## config.mk

```make
export PLATFORM = sky130hd
export DESIGN_NAME = imm_gen_stage
export DESIGN_NICKNAME = d
export VERILOG_FILES = /design/src/rtl/imm_gen_stage.sv
export SDC_FILE = /design/constraint.sdc
export NUM_CORES = 1
export LEC_CHECK = 0
export ABC_AREA = 1
export BUFFER_PORTS_ARGS = -buffer_cell sky130_fd_sc_hd__buf_4
export CAP_MARGIN = 20
export CORE_MARGIN = 5
export CORE_UTILIZATION = 45
export CTS_BUF_LIST = sky130_fd_sc_hd__clkbuf_4 sky130_fd_sc_hd__clkbuf_8
export DETAILED_ROUTE_END_ITERATION = 8
export PLACE_DENSITY = 0.78
export SLEW_MARGIN = 10
export SYNTH_ARGS = -nofsm -noshare
export SYNTH_HDL_FRONTEND = slang
export SYNTH_SLANG_ARGS = --single-unit
```

## constraint.sdc

```tcl
create_clock -name clk -period 3.25 [get_ports clk]
set_input_delay 0 -clock clk [delete_from_list [all_inputs] [get_ports clk]]
set_output_delay 0 -clock clk [all_outputs]
set_load 0.02 [all_outputs]
```

## src/rtl/imm_gen_stage.sv

```systemverilog
// imm_gen_stage: registered RV32 immediate generator with valid/ready handshake,
// a 2-entry skid buffer for a registered in_ready, and a saturating illegal-select count.
module imm_gen_stage #(
    parameter int XLEN  = 32,
    parameter int CNT_W = 8
) (
    input  logic             clk,
    input  logic             reset_n,
    input  logic             flush,
    input  logic             in_valid,
    output logic             in_ready,
    input  logic [31:0]      instruction,
    input  logic [2:0]       Imm_select,
    output logic             out_valid,
    input  logic             out_ready,
    output logic [XLEN-1:0]  imm,
    output logic             imm_err,
    output logic [CNT_W-1:0] err_count
);
    logic signed [31:0] raw;
    logic [XLEN-1:0]    dec_imm;
    logic               dec_err;
    logic               main_valid;
    logic               skid_valid;
    logic [XLEN-1:0]    skid_imm;
    logic               skid_err;
    logic               acc;
    logic               xfer;
    logic               load_main;
    logic               unused_opcode;

    assign unused_opcode = ^instruction[6:0];

    always_comb begin
        raw = (Imm_select == 3'b001) ? {{20{instruction[31]}}, instruction[31:20]} :
              (Imm_select == 3'b010) ? {{20{instruction[31]}}, instruction[31:25], instruction[11:7]} :
              (Imm_select == 3'b011) ? {{19{instruction[31]}}, instruction[31], instruction[7],
                                        instruction[30:25], instruction[11:8], 1'b0} :
              (Imm_select == 3'b100) ? {instruction[31:12], 12'b0} :
              (Imm_select == 3'b101) ? {{11{instruction[31]}}, instruction[31], instruction[19:12],
                                        instruction[20], instruction[30:21], 1'b0} :
                                       32'sd0;
        dec_imm = XLEN'(raw);
        dec_err = Imm_select[2] & Imm_select[1];
    end

    assign in_ready  = !skid_valid;
    assign out_valid = main_valid;
    assign acc       = in_valid && in_ready && !flush;
    assign xfer      = main_valid && out_ready;
    assign load_main = !main_valid || xfer;

    // Skid holds an entry only while main is full and stalled; it always drains first.
    always_ff @(posedge clk or negedge reset_n) begin
        if (!reset_n) begin
            main_valid <= 1'b0;
            skid_valid <= 1'b0;
            imm        <= '0;
            imm_err    <= 1'b0;
            skid_imm   <= '0;
            skid_err   <= 1'b0;
        end else if (flush) begin
            main_valid <= 1'b0;
            skid_valid <= 1'b0;
        end else begin
            if (load_main) begin
                main_valid <= skid_valid || acc;
                if (skid_valid) begin
                    imm     <= skid_imm;
                    imm_err <= skid_err;
                end else if (acc) begin
                    imm     <= dec_imm;
                    imm_err <= dec_err;
                end
            end
            skid_valid <= skid_valid ? !load_main : (acc && !load_main);
            if (acc && !load_main) begin
                skid_imm <= dec_imm;
                skid_err <= dec_err;
            end
        end
    end

    always_ff @(posedge clk or negedge reset_n) begin
        if (!reset_n)
            err_count <= '0;
        else if (acc && dec_err && err_count != '1)
            err_count <= err_count + 1'b1;
    end
endmodule
```

## Word-level counts from Yosys, hierarchy flattened

Cells that the tools add are included.

| word-level totals | value |
|---|---|
| register bits | 76 |
| bits of input ports | 40 |
| output and inout bits | 43 |
| logic and storage cells | 45 |

| operators by class | value |
|---|---|
| add/subtract/negate cells | 1 |
| eq/ne operators | 6 |
| multiplexer cells | 13 |
| bitwise logic cells | 2 |
| reduce and logical (&&, ||, !) cells | 16 |

Operator list:

| kind | count |
|---|---|
| $mux W32 | 7 |
| $add A8 B1 Y8 const B | 1 |
| $ne A8 B8 Y1 const B | 1 |
| $eq A3 B2 Y1 const B | 2 |
| $eq A3 B3 Y1 const B | 2 |
| $logic_and A1 B1 Y1 | 6 |
| $mux W1 | 6 |
| $logic_not A1 Y1 | 4 |
| $reduce_bool A2 Y1 | 2 |
| $eq A3 B1 Y1 const B | 1 |
| $reduce_and A3 Y1 | 1 |
| $logic_or A1 B1 Y1 | 2 |
| $reduce_and A2 Y1 | 1 |
| $and A1 B1 Y1 | 1 |
| $not A1 Y1 | 1 |

## Longest topological paths before layout

Gate-level depths: netlist (run 1).

| logic depth | value |
|---|---|
| word-level depth | 8 |
| mapped depth | 9 |
| mapped depth without buffers | 9 |

## Least setup slack after synthesis (run 1)

No wires, ideal clock.

| timing | value |
|---|---|
| kind | reg2reg |
| start point | reg err_count[1] |
| end point | reg err_count[7] |
| library setup time | 0.117 ns |
| data arrival time | 1.395 ns |
| data required time | 3.133 ns |
| setup slack | 1.739 ns |
| stages on the path, launching flop included | 9 |
| buffers on the path | 0 |
| clock period less this slack | 1.511 ns |
| cell sequence | dfrtp_1 -> ha_1 -> nand3_1 -> nor3_2 -> nand3_1 -> nand2_2 -> inv_2 -> nand2_1 -> nand2_1 |

| between the ends | value |
|---|---|
| longest elaborated chain between the ends | 2 |
| elaborated cells on any way between the ends | 3 |
| those cells by class | add/sub: 1; eq/ne: 1; reduce/logical: 1 |

Ends and longest elaborated chain:

| element | RTL line | source |
|---|---|---|
| from (decl) | 18 | `output logic [CNT_W-1:0] err_count` |
| from (signal assigned) | 88 | `err_count <= err_count + 1'b1;` |
| parallel branches: the longest is 2 deep, another holds $add A8 B1 Y8 | - |  |

Parallel ways; which one is timed is not known.
A chain may end at the register's enable or synchronous reset.

## Worst setup path after layout (run 1)

| timing | value |
|---|---|
| start point | reg skid_valid |
| end point | reg skid_imm[1] |

| between the ends | value |
|---|---|
| longest elaborated chain between the ends | 5 |

Ends and longest elaborated chain:

| element | RTL line | source |
|---|---|---|
| from (decl) | 24 | `logic skid_valid;` |
| from (signal assigned) | 76 | `skid_valid <= skid_valid ? !load_main : (acc && !load_main);` |
| $logic_not A1 Y1 | 47 | `assign in_ready = !skid_valid;` |
| $logic_and A1 B1 Y1 (2 in a row) | 49 | `assign acc = in_valid && in_ready && !flush;` |
| $logic_and A1 B1 Y1 | 77 | `if (acc && !load_main) begin` |
| $reduce_and A2 Y1 (no source line) | - |  |
| to (signal assigned) | 78 | `skid_imm <= dec_imm;` |
| to (decl) | 25 | `logic [XLEN-1:0] skid_imm;` |

No other way between the ends.

==> results_dict.tcl, run 1 <==
set metrics [dict create \
    finalSetupViolCount 0 \
    cp-start-kind "register" \
    max_freq_mhz 378 \
    dp.final_hpwl_um 6250 \
    final_hold_viol_count 0 \
    cts_root_buf "clkbuf_8" \
    synth_xor_area_share_pct 1.65 \
    postCtsSetupBuffers 0 \
    dieHeight_um 101 \
    grt_max_degree 77 \
    hold_class "input pin to register" \
    vias 3432 \
    min_to "imm[20]" \
    synth_seq_area_share_pct 51.1 \
    power.leakage_nw 2.48 \
    critPathCaptureType "register" \
    synth_mux_area_share_pct 0 \
    dr.pass1.iters 5 \
    worstHoldStart "instruction[20]" \
    cts_buffers 9 \
    grt_antenna_before_repair 0 \
    r2r_slack_ns 0.61 \
    rr_worst_depth 7 \
    yosysUniqueCellTypes 31 \
    io_pins 83 \
    start_util_pct 45.8 \
    outcome "finished, final reports clean" \
    arrival_ns 2.93 \
    core_area_sq_um 8130 \
    synth_edf_count 0 \
    drv_slew 0 \
    required_ns 3.53 \
    synthesis.instances 468 \
    ys_ff_latch 76 \
    cts_resized 0 \
    cts_tree "yes" \
    synth_fp_nets 509 \
    grt_pass1_wl_um 15500 \
    rr_endpoint "skid_imm[1]" \
    yosysWarningCount 0 \
    cp_max_fo 27 \
    die_x_um 101 \
    n_antenna_cell 0 \
    multi_input_area_sq_um 1560 \
    clock_sinks 76 \
    ant_nets 0 \
    row_count 33 \
    rsz0062_at_grt "false" \
    htree_levels 3 \
    tns_ns 0 \
    reg2reg_from "skid_valid" \
    syn_area_sq_um 3720 \
    synth_top_family_by_area "simple AND/OR/NAND/NOR gates" \
    worstHoldPathCells 5 \
    drc 0 \
    drv_cap 0 \
    holdBufCountCts 22 \
    clock_skew_ns 0.00952 \
    finalNetCount 595 \
    area_growth_pct 28.2 \
    synthAdderAreaFrac_pct 0.336 \
    viasPerCell 5.17 \
    routed_wl_um 9330 \
    synthFlopType "dfrtp_1" \
    synth_area_per_cell_sq_um 7.96 \
    n_fill_cell 715 \
    synth-simple-area-share_pct 27.6 \
    min_period_ns 2.64 \
    drt-initial-drc-count 235 \
    gr-total-overflow 0 \
    p_per_area_nw_per_um2 597 \
    hold_slack_ns 0.0194 \
    synth_compound_area_share_pct 12.4 \
    portBuffers 75 \
    die_area_sq_um 10200 \
    cts_buffer_depth 2 \
    layout-drive-gt1-share_pct 20.4 \
    clkLatencyLatePin_ns 0.34 \
    peakVddDrop_mv 0.257 \
    finalCritPeriodShare_pct 81.4 \
    crit_type "register to register" \
    wire_per_inst_um 14.0 \
    cts.reportedPaths.clkPinSlew_ns 0.08 \
    first_global_vias 3339 \
    relSlewSlack_pct 36.7 \
    worst_slew_pin_slew_ns 0.949 \
    regArea_sq_um 1900 \
    place_congestion 0.913 \
    synthArstFlopShare_pct 100 \
    grt_use_total_pct 19.0 \
]
==> cell usage in the layout, fill, tap and decap left out, drive strengths merged <==
cell type,n
ha,1
nand3,37
a31oi,15
clkinv,1
bufinv,3
or2,1
clkbuf,12
inv,31
o211ai,5
xor2,5
a21oi,15
xnor2,2
o22ai,1
nand2,146
nand4,4
o21ai,49
dfrtp,76
buf,78
nor3,3
dlygate4sd3,22
nor2,52
==> synth_stat cells, drive strengths merged, types with 5 or more instances <==
master	n	area share (%)
nand2	146	15
dfrtp	76	51
nor2	52	5.6
o21ai	49	6.7
nand3	37	5.4
inv	31	3.3
buf	19	3.1
a21oi	15	2.0
a31oi	15	2.5
clkbuf	6	0.60
o211ai	5	1.0
xor2	5	1.2
==> worst max-delay path: stages (launching register included) <==
cell	delay, ns
dfrtp_1	0.66
inv_2	0.15
nand3_1	0.13
nor2_4	0.44
buf_4	0.38
nor2_1	0.08
a31oi_1	0.16
dlygate4sd3_1	0.57
==> sequential cells by signal (all words and copies together), names as in the netlist <==
register and count:
skid_err 1, imm 32, err_count 8, skid_valid 1, imm_err 1, skid_imm 32, out_valid 1
==> stage by stage <==
| stage | utilization, % | worst slack, ns | instances | area [sq um] | power, mW |
|---|---|---|---|---|---|
| after floorplan | - | 1.74 | 468 | 3720 | 1.66 |
| after global placement | 52.9 | 1.07 | 626 | 4300 | 1.91 |
| after detailed placement | 52.9 | 0.956 | 626 | 4300 | 1.94 |
| after CTS | 58.7 | 0.659 | 664 | 4780 | 2.87 |
| after global routing | 58.7 | 0.430 | 664 | 4780 | 3.01 |
| final | 58.7 | 0.605 | 664 | 4780 | 2.85 |
==> cell families (layout without fill, tap and decap cells) <==
group / Yosys count / after routing
AO/OA/AOI/OAI: 85 / 85
XOR/XNOR: 7 / 7
adder cells (fa/ha/maj): 1 / 1
buffers and inverters: 56 / 147
flip-flops: 76 / 76
AND/OR/NAND/NOR: 243 / 243
==> routing by layer <==
layer / global-route usage (%) / up-vias / share of wire (%)
met2: 32.4 / 116 / 49
met3: 3.94 / 19 / 5.9
met1: 24.2 / 1598 / 43
li1: - / 1699 / -
met5: 0 / - / 0
met4: 5.73 / 0 / 1.5
==> how the worst max path moves through the flow <==
stage                 startpoint            to  cells after the start
floorplan           err_count[1]  err_count[7]                      8
global placement      skid_valid       imm[11]                      7
detailed placement    skid_valid        imm[6]                      7
CTS                   skid_valid   skid_imm[1]                      7
global route          skid_valid   skid_imm[2]                      7
finish                skid_valid   skid_imm[1]                      7
==> layout make-up <==
type	count	share of cell area, %
Tap cell	105	2.75
Sequential cell	76	39.8
Clock inverter	4	1.99
Clock buffer	12	3.33
Timing Repair Buffer	100	16.9
Inverter	31	2.54
Multi-Input combinational cell	336	32.7
==> power by group <==
group	switching, mW	total, mW	internal (mW)
registers	0.123	1.26	1.14
logic	0.394	0.697	0.303
clock network	0.335	0.895	0.560
Note: power is estimated with default switching activity, not from simulation.
==> run 2: changes to the inputs <==
Settings changed: ABC_AREA 1 to 0, PLACE_DENSITY 0.78 to 0.81.
Clock period 3.25 ns to 2.2 ns, I/O delays scaled along.
==> run 2 against run 1 <==
Compared with the run above: final area decreased by 4.0%; largest cell class unchanged; largest power group unchanged; critical endpoint is now err_count[1]; routed wire length fell by 6.4%; count of clock-buffer cells in the layout down 3.
==> results_dict.tcl, run 2 <==
set metrics [dict create \
    outcome "finished, final reports clean" \
    die_area_sq_um 10100 \
    rsz0062_at_grt "false" \
    ys_ff_latch 76 \
    finalSetupViolCount 0 \
    finalCritPeriodShare_pct 81.0 \
    finalNetCount 490 \
    peakVddDrop_mv 0.477 \
    drv_slew 0 \
    postCtsSetupBuffers 0 \
    yosysWarningCount 0 \
    synthesis.instances 378 \
    power_mw 3.81 \
    htree_levels 3 \
    crit_chain "ha_1 > and3_1 > a2111oi_4 > mux2_2" \
    hold_class "input pin to register" \
    cts_buffers 9 \
    n_antenna_cell 0 \
    max_freq_mhz 561 \
    grt_pass1_wl_um 14400 \
    io_pins 83 \
    layout-drive-gt1-share_pct 25.6 \
    core_area_sq_um 8090 \
    vias 3036 \
    gr-total-overflow 0 \
    worst_slew_pin_slew_ns 0.955 \
    grt_antenna_before_repair 0 \
    place_congestion 0.806 \
    synth_top_cell_by_area "dfrtp_1" \
    cts_resized 0 \
    gr-usage-met2_pct 27.6 \
    dr.pass1.iters 5 \
    gr-usage-met3_pct 4.93 \
    n_fill_cell 716 \
    yosysUniqueCellTypes 42 \
    clock_skew_ns 0.00850 \
    relSlewSlack_pct 36.3 \
    synthArstFlopShare_pct 100 \
    synth_area_per_cell_sq_um 9.71 \
    final_hold_viol_count 0 \
    cts_buffer_depth 2 \
    min_period_ns 1.78 \
    yosysMostFrequentCell "dfrtp_1" \
    holdBufCountCts 12 \
    drc 0 \
    cpPeakStageDelay_ns 0.43 \
    grt_busiest_layer "met2" \
    wire_per_inst_um 15.6 \
    drt-initial-drc-count 163 \
    row_count 33 \
    layout_setup_ws_ns 0.419 \
    fin_util_pct 56.7 \
    crit_type "register to register" \
    synth_common_cells "dfrtp_1, nand2_1, o21ai_0, nand3_1, nor2_1" \
    dp.final_hpwl_um 5730 \
    drv_cap 0 \
    dieHeight_um 100 \
    synth_top_area_share_pct 51.8 \
    clkLatencyLatePin_ns 0.34 \
    critPathSlowestCell "dfrtp_1" \
    cp-start-kind "register" \
    tns_ns 0 \
    critPathCaptureType "register" \
    cts_tree "yes" \
    grt_use_total_pct 17.9 \
    p_per_area_nw_per_um2 830 \
    syn_area_sq_um 3670 \
    area_growth_pct 25.0 \
    cts_root_buf "clkbuf_8" \
    synth_seq_area_share_pct 51.8 \
    detailedPlace.worstSlack_ns 0.418 \
    synth_fp_nets 419 \
    cts.reportedPaths.clkPinSlew_ns 0.08 \
    required_ns 2.44 \
    die_x_um 100 \
    mostFrequentLayoutCell "buf_4" \
    synth_edf_count 0 \
    start_util_pct 45.3 \
    cp_max_fo 4 \
    portBuffers 75 \
    viasPerCell 5.43 \
    crit_family "flip-flops" \
    path_buf_inv 0 \
    routed_wl_um 8730 \
    mostFrequentLayoutCells "buf_4, dfrtp_1, nand2_1" \
    grt_max_degree 77 \
    first_global_vias 3000 \
    power.leakage_nw 2.14 \
    netlist_top_cells_area "dfrtp_1, nand2_1, o21ai_0, mux2_2, nand3_1" \
    synthFlopType "dfrtp_1" \
    grt_use_met1_pct 24.2 \
    reg.largest.list "imm: 32 flops, skid_imm: 32 flops, err_count: 8 flops" \
    arrival_ns 2.02 \
    clock_sinks 76 \
    ant_nets 0 \
]
run 2: cells by family after synthesis:
logic type	after synthesis	synth area share (%)
compound gates	82	14.4
xor+xnor	5	1.19
fa+ha+maj	1	0.341
buf+inv	34	4.16
flops	76	51.8
mux	25	7.30
simple gates	155	20.8
run 2: final timing paths:
kind,startpoint,end,slack [ns],cells after the start
min reg2reg,skid_imm[1],skid_imm[1],0.48,2
max,err_count[0],err_count[1],0.42,4
max in group asynchronous,reset_n,imm[12],1.24,2
min in group asynchronous,reset_n,imm[25],0.35,2
max reg2reg,err_count[0],err_count[1],0.42,4
min,instruction[23],skid_imm[3],0.01,3
run 2: worst min-delay path: cells and delay by family:
kind | cells | cell delay, ns
buf+inv | 1 | 0.08
compound gates | 2 | 0.23
run 2: report_power, final:
part	switching, mW	internal (mW)
Combinational	0.504	0.407
Clock	0.550	0.530
Sequential	0.169	1.65
Total	1.22	2.58
run 2: stage by stage:
stage	instance area, sq um	cells	hold WS (ns)
detailed placement	4270	531	0.221
global route	4590	559	0.0195
floorplan	3670	378	-0.296
finish	4590	559	0.0116
CTS	4590	559	0.00849
global placement	4270	531	0.209
run 2: area by class of cell:
type | count | area, sq um | area share [%]
sequential | 76 | 1900 | 41.5
clock buffer | 9 | 124 | 2.70
timing repair buffer | 90 | 718 | 15.7
tap | 105 | 131 | 2.86
multi-input combinational | 268 | 1620 | 35.3
clock inverter | 7 | 76.3 | 1.66
inverter | 4 | 15.0 | 0.327
run 2: routing by layer:
metal,wire length [um],up-vias
li1,-,1478
met2,4120,103
met1,3830,1441
met3,604,14
met4,170,0
met5,0,-
